**config.mk**
```make
export PLATFORM = sky130hd
export DESIGN_NAME = pipeline_hazard_ctrl
export DESIGN_NICKNAME = d
export VERILOG_FILES = /design/src/rtl/pipeline_pkg.sv /design/src/rtl/hilo_busy_counter.sv /design/src/rtl/pipeline_hazard_ctrl.sv
export SDC_FILE = /design/constraint.sdc
export NUM_CORES = 1
export LEC_CHECK = 0
export ABC_AREA = 1
export CORE_MARGIN = 2
export CORE_UTILIZATION = 30
export DETAILED_ROUTE_END_ITERATION = 6
export GPL_TIMING_DRIVEN = 0
export HOLD_SLACK_MARGIN = 0.15
export PLACE_DENSITY_LB_ADDON = 0.2
export SETUP_SLACK_MARGIN = 0.3
export SYNTH_ARGS = -nofsm -noshare
export SYNTH_HDL_FRONTEND = slang
export SYNTH_HIERARCHICAL = 1
export SYNTH_SLANG_ARGS = --single-unit
```
**constraint.sdc**
```tcl
create_clock -name Clk -period 3.25 [get_ports Clk]
set_input_delay 0.65 -clock Clk [delete_from_list [all_inputs] [get_ports Clk]]
set_output_delay 0.65 -clock Clk [all_outputs]
set_load 0.1 [all_outputs]
```
**src/rtl/pipeline_pkg.sv**
```systemverilog
// Shared definitions for the pipeline hazard controller.
//   - hz_state_e : hazard sequencer states (also the Hazard_State debug encoding)
//   - REG_ZERO   : the hard-wired zero register, never a hazard source
//   - opcode/funct constants plus decode_flags(), which derives the Decode_*
//     flags the hazard controller consumes from a raw instruction
package pipeline_pkg;

    typedef enum logic [1:0] {
        ST_RUN     = 2'd0,
        ST_STALL   = 2'd1,
        ST_MD_WAIT = 2'd2
    } hz_state_e;

    localparam logic [4:0] REG_ZERO = 5'd0;

    localparam logic [5:0] OP_RTYPE  = 6'h00;
    localparam logic [5:0] OP_BEQ    = 6'h04;
    localparam logic [5:0] OP_BNE    = 6'h05;
    localparam logic [5:0] OP_SW     = 6'h2B;

    localparam logic [5:0] FN_JR     = 6'h08;
    localparam logic [5:0] FN_MFHI   = 6'h10;
    localparam logic [5:0] FN_MFLO   = 6'h12;
    localparam logic [5:0] FN_MULT   = 6'h18;
    localparam logic [5:0] FN_MULTU  = 6'h19;
    localparam logic [5:0] FN_DIV    = 6'h1A;
    localparam logic [5:0] FN_DIVU   = 6'h1B;

    typedef struct packed {
        logic uses_rt;
        logic is_branch;
        logic is_muldiv;
        logic reads_hilo;
    } decode_flags_t;

    function automatic decode_flags_t decode_flags(input logic [5:0] op, input logic [5:0] funct);
        decode_flags_t f;
        logic rtype;
        rtype        = (op == OP_RTYPE);
        f.reads_hilo = rtype && (funct == FN_MFHI || funct == FN_MFLO);
        f.is_muldiv  = rtype && (funct == FN_MULT || funct == FN_MULTU ||
                                 funct == FN_DIV  || funct == FN_DIVU);
        f.is_branch  = (op == OP_BEQ) || (op == OP_BNE) || (rtype && funct == FN_JR);
        // jr and mfhi/mflo do not read Rt; every other R-type does, as do beq/bne/sw
        f.uses_rt    = (rtype && !(funct == FN_JR) && !f.reads_hilo) ||
                       (op == OP_BEQ) || (op == OP_BNE) || (op == OP_SW);
        return f;
    endfunction

endpackage

```
**src/rtl/hilo_busy_counter.sv**
```systemverilog
// HI/LO busy tracker: a 4-bit down-counter that marks the multiply/divide
// unit busy after a mult/div issues.
//   Clk, Rst_n : clock, async active-low reset
//   issue      : a mult/div leaves ID unstalled this cycle
//   busy       : HI/LO result not yet readable (count != 0)
module hilo_busy_counter #(
    parameter int MULDIV_LAT = 4
) (
    input  logic Clk,
    input  logic Rst_n,
    input  logic issue,
    output logic busy
);

    // The issue cycle itself is the first of the MULDIV_LAT busy cycles, so
    // the counter covers the remaining MULDIV_LAT-1. A back-to-back mfhi/mflo
    // therefore waits MULDIV_LAT-1 cycles, and the 2..15 range keeps the load
    // value nonzero and inside 4 bits.
    localparam logic [3:0] LOAD_VAL = 4'(MULDIV_LAT - 1);

    logic [3:0] md_cnt;

    always_ff @(posedge Clk or negedge Rst_n) begin
        if (!Rst_n) begin
            md_cnt <= '0;
        end else if (issue) begin
            md_cnt <= LOAD_VAL;
        end else if (md_cnt != 4'd0) begin
            md_cnt <= md_cnt - 4'd1;
        end
    end

    assign busy = (md_cnt != 4'd0);

endmodule

```
**src/rtl/pipeline_hazard_ctrl.sv**
```systemverilog
// Decode-stage hazard/stall sequencer for the 5-stage MIPS pipeline.
// Catches what forwarding cannot: load-use, branch operands not ready in ID,
// and HI/LO reads or new mult/div while the multiplier is still busy.
//   Inputs : IDEX_* / EXMEM_* producer info, Decode_* consumer info,
//            Branch_Taken from the ID branch comparator
//   Outputs: PCWrite, IFID_Write (0 = hold), IFID_Flush (taken branch),
//            IDEX_Bubble (insert NOP), Hazard_State (debug)
module pipeline_hazard_ctrl
    import pipeline_pkg::*;
#(
    parameter int MULDIV_LAT = 4,
    parameter int REG_W      = 5
) (
    input  logic             Clk,
    input  logic             Rst_n,
    input  logic             IDEX_MemRead,
    input  logic             IDEX_RegWrite,
    input  logic [REG_W-1:0] IDEX_RegDst,
    input  logic             EXMEM_MemRead,
    input  logic [REG_W-1:0] EXMEM_RegDst,
    input  logic [REG_W-1:0] Decode_RegisterRs,
    input  logic [REG_W-1:0] Decode_RegisterRt,
    input  logic             Decode_UsesRt,
    input  logic             Decode_IsBranch,
    input  logic             Branch_Taken,
    input  logic             Decode_IsMulDiv,
    input  logic             Decode_ReadsHiLo,
    output logic             PCWrite,
    output logic             IFID_Write,
    output logic             IFID_Flush,
    output logic             IDEX_Bubble,
    output logic [1:0]       Hazard_State
);

    localparam logic [REG_W-1:0] ZERO = REG_W'(REG_ZERO);

    hz_state_e  state;
    logic [1:0] stall_cnt;
    logic       md_busy;
    logic       stall;

    // Source-operand matches against the EX and MEM destinations.
    logic hit_ex, hit_mem;
    assign hit_ex  = (IDEX_RegDst != ZERO) &&
                     ((IDEX_RegDst == Decode_RegisterRs) ||
                      (Decode_UsesRt && IDEX_RegDst == Decode_RegisterRt));
    assign hit_mem = (EXMEM_RegDst != ZERO) &&
                     ((EXMEM_RegDst == Decode_RegisterRs) ||
                      (Decode_UsesRt && EXMEM_RegDst == Decode_RegisterRt));

    logic h_lu, h_br1, h_br2, h_brm, h_md, h_one;
    assign h_lu  = IDEX_MemRead && hit_ex;
    assign h_br1 = Decode_IsBranch && IDEX_RegWrite && !IDEX_MemRead && hit_ex;
    assign h_br2 = Decode_IsBranch && IDEX_MemRead && hit_ex;
    assign h_brm = Decode_IsBranch && EXMEM_MemRead && hit_mem;
    assign h_md  = (Decode_ReadsHiLo || Decode_IsMulDiv) && md_busy;
    // Single-cycle hazards: the producer advances one stage and the hazard clears.
    assign h_one = h_lu || h_br1 || h_brm;

    // Mealy stall; forced low while in reset so outputs snap to their idle values.
    always_comb begin
        stall = 1'b0;
        if (Rst_n) begin
            case (state)
                ST_RUN:     stall = h_br2 || h_one || h_md;
                ST_STALL:   stall = 1'b1;
                ST_MD_WAIT: stall = md_busy;
                default:    stall = 1'b0;
            endcase
        end
    end

    always_ff @(posedge Clk or negedge Rst_n) begin
        if (!Rst_n) begin
            state     <= ST_RUN;
            stall_cnt <= '0;
        end else begin
            case (state)
                ST_RUN: begin
                    if (h_br2) begin
                        // One stall now plus one more in STALL lets the load
                        // reach WB-forwarding range of the branch comparator.
                        state     <= ST_STALL;
                        stall_cnt <= 2'd1;
                    end else if (!h_one && h_md) begin
                        state <= ST_MD_WAIT;
                    end
                end
                ST_STALL: begin
                    if (stall_cnt <= 2'd1) begin
                        state     <= ST_RUN;
                        stall_cnt <= '0;
                    end else begin
                        stall_cnt <= stall_cnt - 2'd1;
                    end
                end
                ST_MD_WAIT: begin
                    if (!md_busy) state <= ST_RUN;
                end
                default: state <= ST_RUN;
            endcase
        end
    end

    // Reload only when the mult/div actually moves to EX; a stalled one
    // (including one held by H_MD) leaves the running count alone.
    hilo_busy_counter #(
        .MULDIV_LAT(MULDIV_LAT)
    ) u_hilo_busy (
        .Clk   (Clk),
        .Rst_n (Rst_n),
        .issue (Decode_IsMulDiv && !stall),
        .busy  (md_busy)
    );

    assign PCWrite      = !stall;
    assign IFID_Write   = !stall;
    assign IDEX_Bubble  = stall;
    // A taken branch seen during a stall is dropped; it resolves again on release.
    assign IFID_Flush   = Rst_n && Branch_Taken && !stall;
    assign Hazard_State = state;

endmodule
```
-- After elaboration in Yosys (flattened, before gate mapping)
Index checks and enable logic that the tools add are counted.
W data, S select, Z words.
- output and inout port bits: 6
- bits of input ports: 30
- bits in registers: 8
- word-level logic and storage cells: 63
- equality and inequality tests: 10
- multiplexer cells: 12
- add/sub/neg operators: 2
- reduce and logical (&&, ||, !) cells: 35
- order comparisons: 1
- operator list (cell ; count):
    $eq A5 B5 Y1 ; 4
    $logic_and A1 B1 Y1 ; 17
    $mux W2 ; 6
    $reduce_bool A5 Y1 ; 2
    $mux W4 ; 2
    $logic_or A1 B1 Y1 ; 7
    $ne A2 B2 Y1 const B ; 3
    $pmux W2 S3 ; 1
    $pmux W2 S2 ; 1
    $reduce_bool A2 Y1 ; 2
    $reduce_bool A4 Y1 ; 1
    $sub A4 B1 Y4 const B ; 1
    $logic_not A1 Y1 ; 3
    $ne A3 B3 Y1 const B ; 1
    $pmux W1 S3 ; 1
    $reduce_and A3 Y1 ; 1
    $eq A2 B1 Y1 const B ; 1
    $eq A2 B2 Y1 const B ; 1
    $le A2 B1 Y1 const B ; 1
    $logic_not A2 Y1 ; 1
    $reduce_and A2 Y1 ; 1
    $sub A2 B1 Y2 const B ; 1
    $mux W1 ; 1

-- Depth between registers and ports, before layout
- depth in word-level cells: 14
- gate-level depth with buffers: 15

-- Modules after synthesis
Netlist, hierarchy kept.
- by module, submodules not included (module ; area an instance (µm²) ; cells an instance ; instances ; seq. area each (µm²)):
    pipeline_hazard_ctrl ; 654.4 ; 133 ; 1 ; 100.1
    hilo_busy_counter ; 209.0 ; 27 ; 1 ; 100.1

-- Least setup slack after synthesis
No wires, ideal clock.
- path type: register to output
- start: reg state[0] (netlist: Hazard_State[0])
- end: out IFID_Flush
- data required time: 2.600 ns
- slack: -0.071 ns
- cell stages (with the launch flop): 7
- arrival time: 2.671 ns
- cell sequence: dfrtp_1 -> inv_1 -> nand3_1 -> inv_1 -> nor2_1 -> nand2_2 -> nor2_1
- word-level cells in the longest chain between the ends: 5
- elaborated cells between the ends (all ways): 7
- those cells by class: eq/ne: 2; mux: 2; reduce/logical: 3
- RTL lines (what ; line ; text):
    start, declared ; pipeline_hazard_ctrl.sv:37 ; hz_state_e state;
    start signal, assigned ; pipeline_hazard_ctrl.sv:75 ; state <= ST_RUN;
    start signal, assigned ; pipeline_hazard_ctrl.sv:83 ; state <= ST_STALL;
    start signal, assigned ; pipeline_hazard_ctrl.sv:86 ; state <= ST_MD_WAIT;
    $eq A2 B2 Y1, or another cell as far along ; pipeline_hazard_ctrl.sv:64 ; case (state)
    $pmux W1 S3 * ; pipeline_hazard_ctrl.sv:64 ;
    $mux W1 * ; pipeline_hazard_ctrl.sv:63 ; if (Rst_n) begin
    $logic_not A1 Y1 * ; pipeline_hazard_ctrl.sv:120 ; assign IFID_Flush = Rst_n && Branch_Taken && !stall;
    $logic_and A1 B1 Y1 * ; pipeline_hazard_ctrl.sv:120 ;
    end, declared ; pipeline_hazard_ctrl.sv:30 ; output logic IFID_Flush,
Every way passes the cells marked *; elsewhere a longest branch is shown, timed or not.

-- Final worst setup path
- start: in Decode_UsesRt
- end: reg stall_cnt[0]
- word-level cells in the longest chain between the ends: 6
- RTL lines (what ; line ; text):
    start, declared ; pipeline_hazard_ctrl.sv:23 ; input logic Decode_UsesRt,
    $logic_and A1 B1 Y1 ; pipeline_hazard_ctrl.sv:46 ; (Decode_UsesRt && IDEX_RegDst == Decode_RegisterRt));
    $logic_or A1 B1 Y1 ; pipeline_hazard_ctrl.sv:45 ; ((IDEX_RegDst == Decode_RegisterRs) ||
    $logic_and A1 B1 Y1 ; pipeline_hazard_ctrl.sv:44 ; assign hit_ex = (IDEX_RegDst != ZERO) &&
    $logic_and A1 B1 Y1 ; pipeline_hazard_ctrl.sv:54 ; assign h_br2 = Decode_IsBranch && IDEX_MemRead && hit_ex;
    $ne A2 B2 Y1 (no line) ; -- ;
    $reduce_and A2 Y1 (no line) ; -- ;
    end signal, assigned ; pipeline_hazard_ctrl.sv:94 ; stall_cnt <= stall_cnt - 2'd1;
    end, declared ; pipeline_hazard_ctrl.sv:38 ; logic [1:0] stall_cnt;
Every way passes these cells.
A chain may end at the register's enable or synchronous reset.

==> metrics <==
status finished, final reports clean; Slew Viols, Final 0; Final nets 244; Final Hold Vio Count 0; worst vdd ir 491 µV; r2r startpoint u_hilo_busy/md_cnt[0]; Top Ports 36; Synth Instances 160; drt initial violations 33; Seq/Total Area, Yosys between 20% and 30%; first-pass GRT wire length 4.16 mm; initial antenna violation count 0; Avg Cell Area, Syn 5.40 µm²; XOR/XNOR Fraction of Synth Area 4.06%; filler cell count around 280; CP Data Arrival Time approximately 3 ns; Core Rows 19; largest family of logic cells by synthesized area simple AND/OR/NAND/NOR gates; Remaining DRCs 0; ranking of synthesized cells by area nand2_1 27%, dfrtp_1 23%, inv_1 12%, nor2_1 8.7%, nand3_1 8.1%; worst reg2reg path depth 13; Bufs and invs on worst path 12; H-tree depth 1; Gate power share around 70%; layout cell share with drive strength beyond 1 between 10% and 20%; hold path depth 2; ant diodes 0; CP top delay family buffers and inverters; vias in the first global route between 1,000 and 1,500; RSZ-0062 raised after global routing true; CTS root buf clkbuf_4; post-synthesis mux area share 0%; Post-Synth Simple-Gate Area roughly half; Finished Cell Area about 1400 µm²; Sw Share 53.1%; final WL 2.37 mm; TritonCTS clock tree done; Initial Utilization around a third; Clock Power Share about a tenth; Period minus WS final between 2 and 3 ns; overall power a little under 0.0008 W; Yosys cell types 20; Pleak slightly below 0.9 nW; worst path cell trace clkdlybuf4s50_1 > nand2_1 > nor2_1 > nand3_1 > nand2_2 > buf_4 > buf_4 > buf_4 > buf_4 > buf_4 > buf_4 > buf_4 > buf_4 > buf_4 > buf_4 > buf_4 > nand4_1 > nand2b_4 > nand2_1 > nand2_1 > nand2_1; chip width 57.6 µm; DP Area 1250 µm²; Clock Latency Late Sink around 0.26 ns; Slew headroom a little over a third; die area between 3000 and 4000 µm²; fin crit share a little under 90%; Placer Congestion about 0.83; Syn Nets between 150 and 200; critical path class input port to flop; Hold-fix buffers, CTS 0; pwr/cell area roughly 560 nW/µm²; routed vias 1,087; Int Power about 0.00037 W; CP required ~3.4 ns; r2r endpoint u_hilo_busy/md_cnt[1]; fraction of registers with async set or reset after synthesis between 90% and 100%; sw power 0.000417 W; Mapped Area between 800 and 900 µm²; worst hold path type flop to flop; crit path max fanout 3; Detailed Place HPWL 1.87 mm; max_cap viols 0; Least-Margin Pin Slew slightly below 1 ns; core box area roughly 2700 µm²; most common flop cell mapped by yosys dfrtp_1; Setup Skew about 0.0016 ns; area leader, netlist nand2_1; CP max-delay cell clkdlybuf4s50_1; antenna-violating nets left 0; max incr delay on CP roughly 0.4 ns; most common library cells after synthesis 62 x nand2_1, 28 x inv_1, 20 x nor2_1; Clock Sinks 8; gr usage total 16.0%; clock-pin transition on the worst setup and hold timing paths ~0.060 ns; WL/cell just under 10 µm; Reg2Reg Setup Slack between 1 and 1.5 ns; worst hold start u_hilo_busy/md_cnt[0]; startpoint types input port; post-synthesis adder-cell area fraction under 10%; Reg power frac just over 20%; fmax between 300 and 400 MHz; largest net degree at the start of global routing 12; I/O Buffers 35; DR pass1 iterations 4; share of the synthesized area in the top cell type between 20% and 30%; Post-synth EDFFs 0; GRT overflow 0; most frequent cell after synthesis nand2_1; Seq cells post-synth 8; vias per inst ~4.5; final setup violating endpoints 0; number of buffers created by CTS 3; height of the chip roughly 58 µm; Hold Crit Endpoint u_hilo_busy/md_cnt[0]; area grow syn2layout 61.4%; compound-gate portion of the synthesized area under 10%; CP most frequent cell buf_4; Syn. warnings 6; Crit. End Element flop; Clock Tree Buf Depth 2
## power by group through the flow
stage	registers (W)	clock network (W)	logic, W
final	0.000158	0.0000795	0.000547
after floorplan	0.000202	0	0.000334
after global placement	0.000158	0	0.000498
after CTS	0.000159	0.0000839	0.000526
after detailed placement	0.000159	0	0.000506
after global routing	0.000163	0.0000917	0.000595
## timing repair
action / in CTS / in global routing
pin swaps: 3 / 4
buffers inserted: 11 / 2
endpoints found under the setup margin: 4 / 8
resized for setup: 44 / 16
## state kept, by name, summed over array words and instances (netlist names)
register and cells:
u_hilo_busy/md_cnt 4, Hazard_State 2, stall_cnt 2
## layout make-up
class	count	area (µm²)	area share, %
plain buffers	1	11.3	0.808
clock buffers	3	22.5	1.62
flip-flops and latches	8	200	14.4
well taps	31	38.8	2.78
multi-input cells	120	552	39.6
inverters	31	116	8.35
repair buffers	48	453	32.5
## routing by layer
| layer | wire length [µm] | track usage (%) | part of all wire [%] | up-vias |
|---|---|---|---|---|
| met5 | 0 | 0 | 0 | - |
| met4 | 15 | 2.99 | 0.63 | 0 |
| met3 | 128 | 5.13 | 5.4 | 2 |
| met2 | 1150 | 27.4 | 48 | 24 |
| met1 | 1080 | 19.9 | 46 | 474 |
| li1 | - | - | - | 587 |
## how the worst max path moves through the flow
stage | startpoint | end | slack [ns] | cells past startpoint
after floorplan | Hazard_State[0] | IDEX_Bubble | 0.34 | 6
after global placement | IDEX_RegDst[1] | IDEX_Bubble | -0.67 | 14
after detailed placement | IDEX_RegDst[1] | IDEX_Bubble | -0.67 | 14
after CTS | IDEX_RegDst[2] | stall_cnt[0] | 0.27 | 22
after global routing | IDEX_RegDst[3] | stall_cnt[0] | 0.29 | 23
final | Decode_UsesRt | stall_cnt[0] | 0.40 | 21
## logic make-up after synthesis
family,after synthesis
AOI/OAI and AO/OA,10
xor gates and xnor gates,4
adders and majority gates,1
buffers and inverters,32
DFF,8
and+or+nand+nor,105
## tightest hold or removal path, delay by kind of cell (launching register included)
| kind | cells | cell delay (ns) |
|---|---|---|
| DFF | 1 | 0.34 |
| and+or+nand+nor | 2 | 0.11 |
## layout by cell type (no fill, tap or decap), types with 2 or more instances in the layout
master           instances
nand2_1                 61
inv_1                   24
nor2_1                  18
nand3_1                 14
buf_4                   14
dlygate4sd2_1           12
clkdlybuf4s50_1         11
dfrtp_1                  8
inv_2                    7
dlymetal6s2s_1           6
o21ai_0                  5
nand2_2                  4
xnor2_1                  3
nor2_2                   3
buf_6                    3
clkbuf_4                 3
a21oi_1                  2
o21ai_1                  2
## through the flow
step	hold slack, ns	cells	utilization, %	setup slack, ns	TNS (ns)
2_1_floorplan	0.354	160	-	0.336	0
3_3_place_gp	0.455	226	45.9	-0.666	-2.31
3_5_place_dp	0.468	226	45.9	-0.671	-2.29
4_1_cts	0.493	240	49.4	0.266	0
5_1_grt	0.506	242	51.0	0.294	0
6_report	0.484	242	51.0	0.397	0
Power figures use the tool's default switching activity.
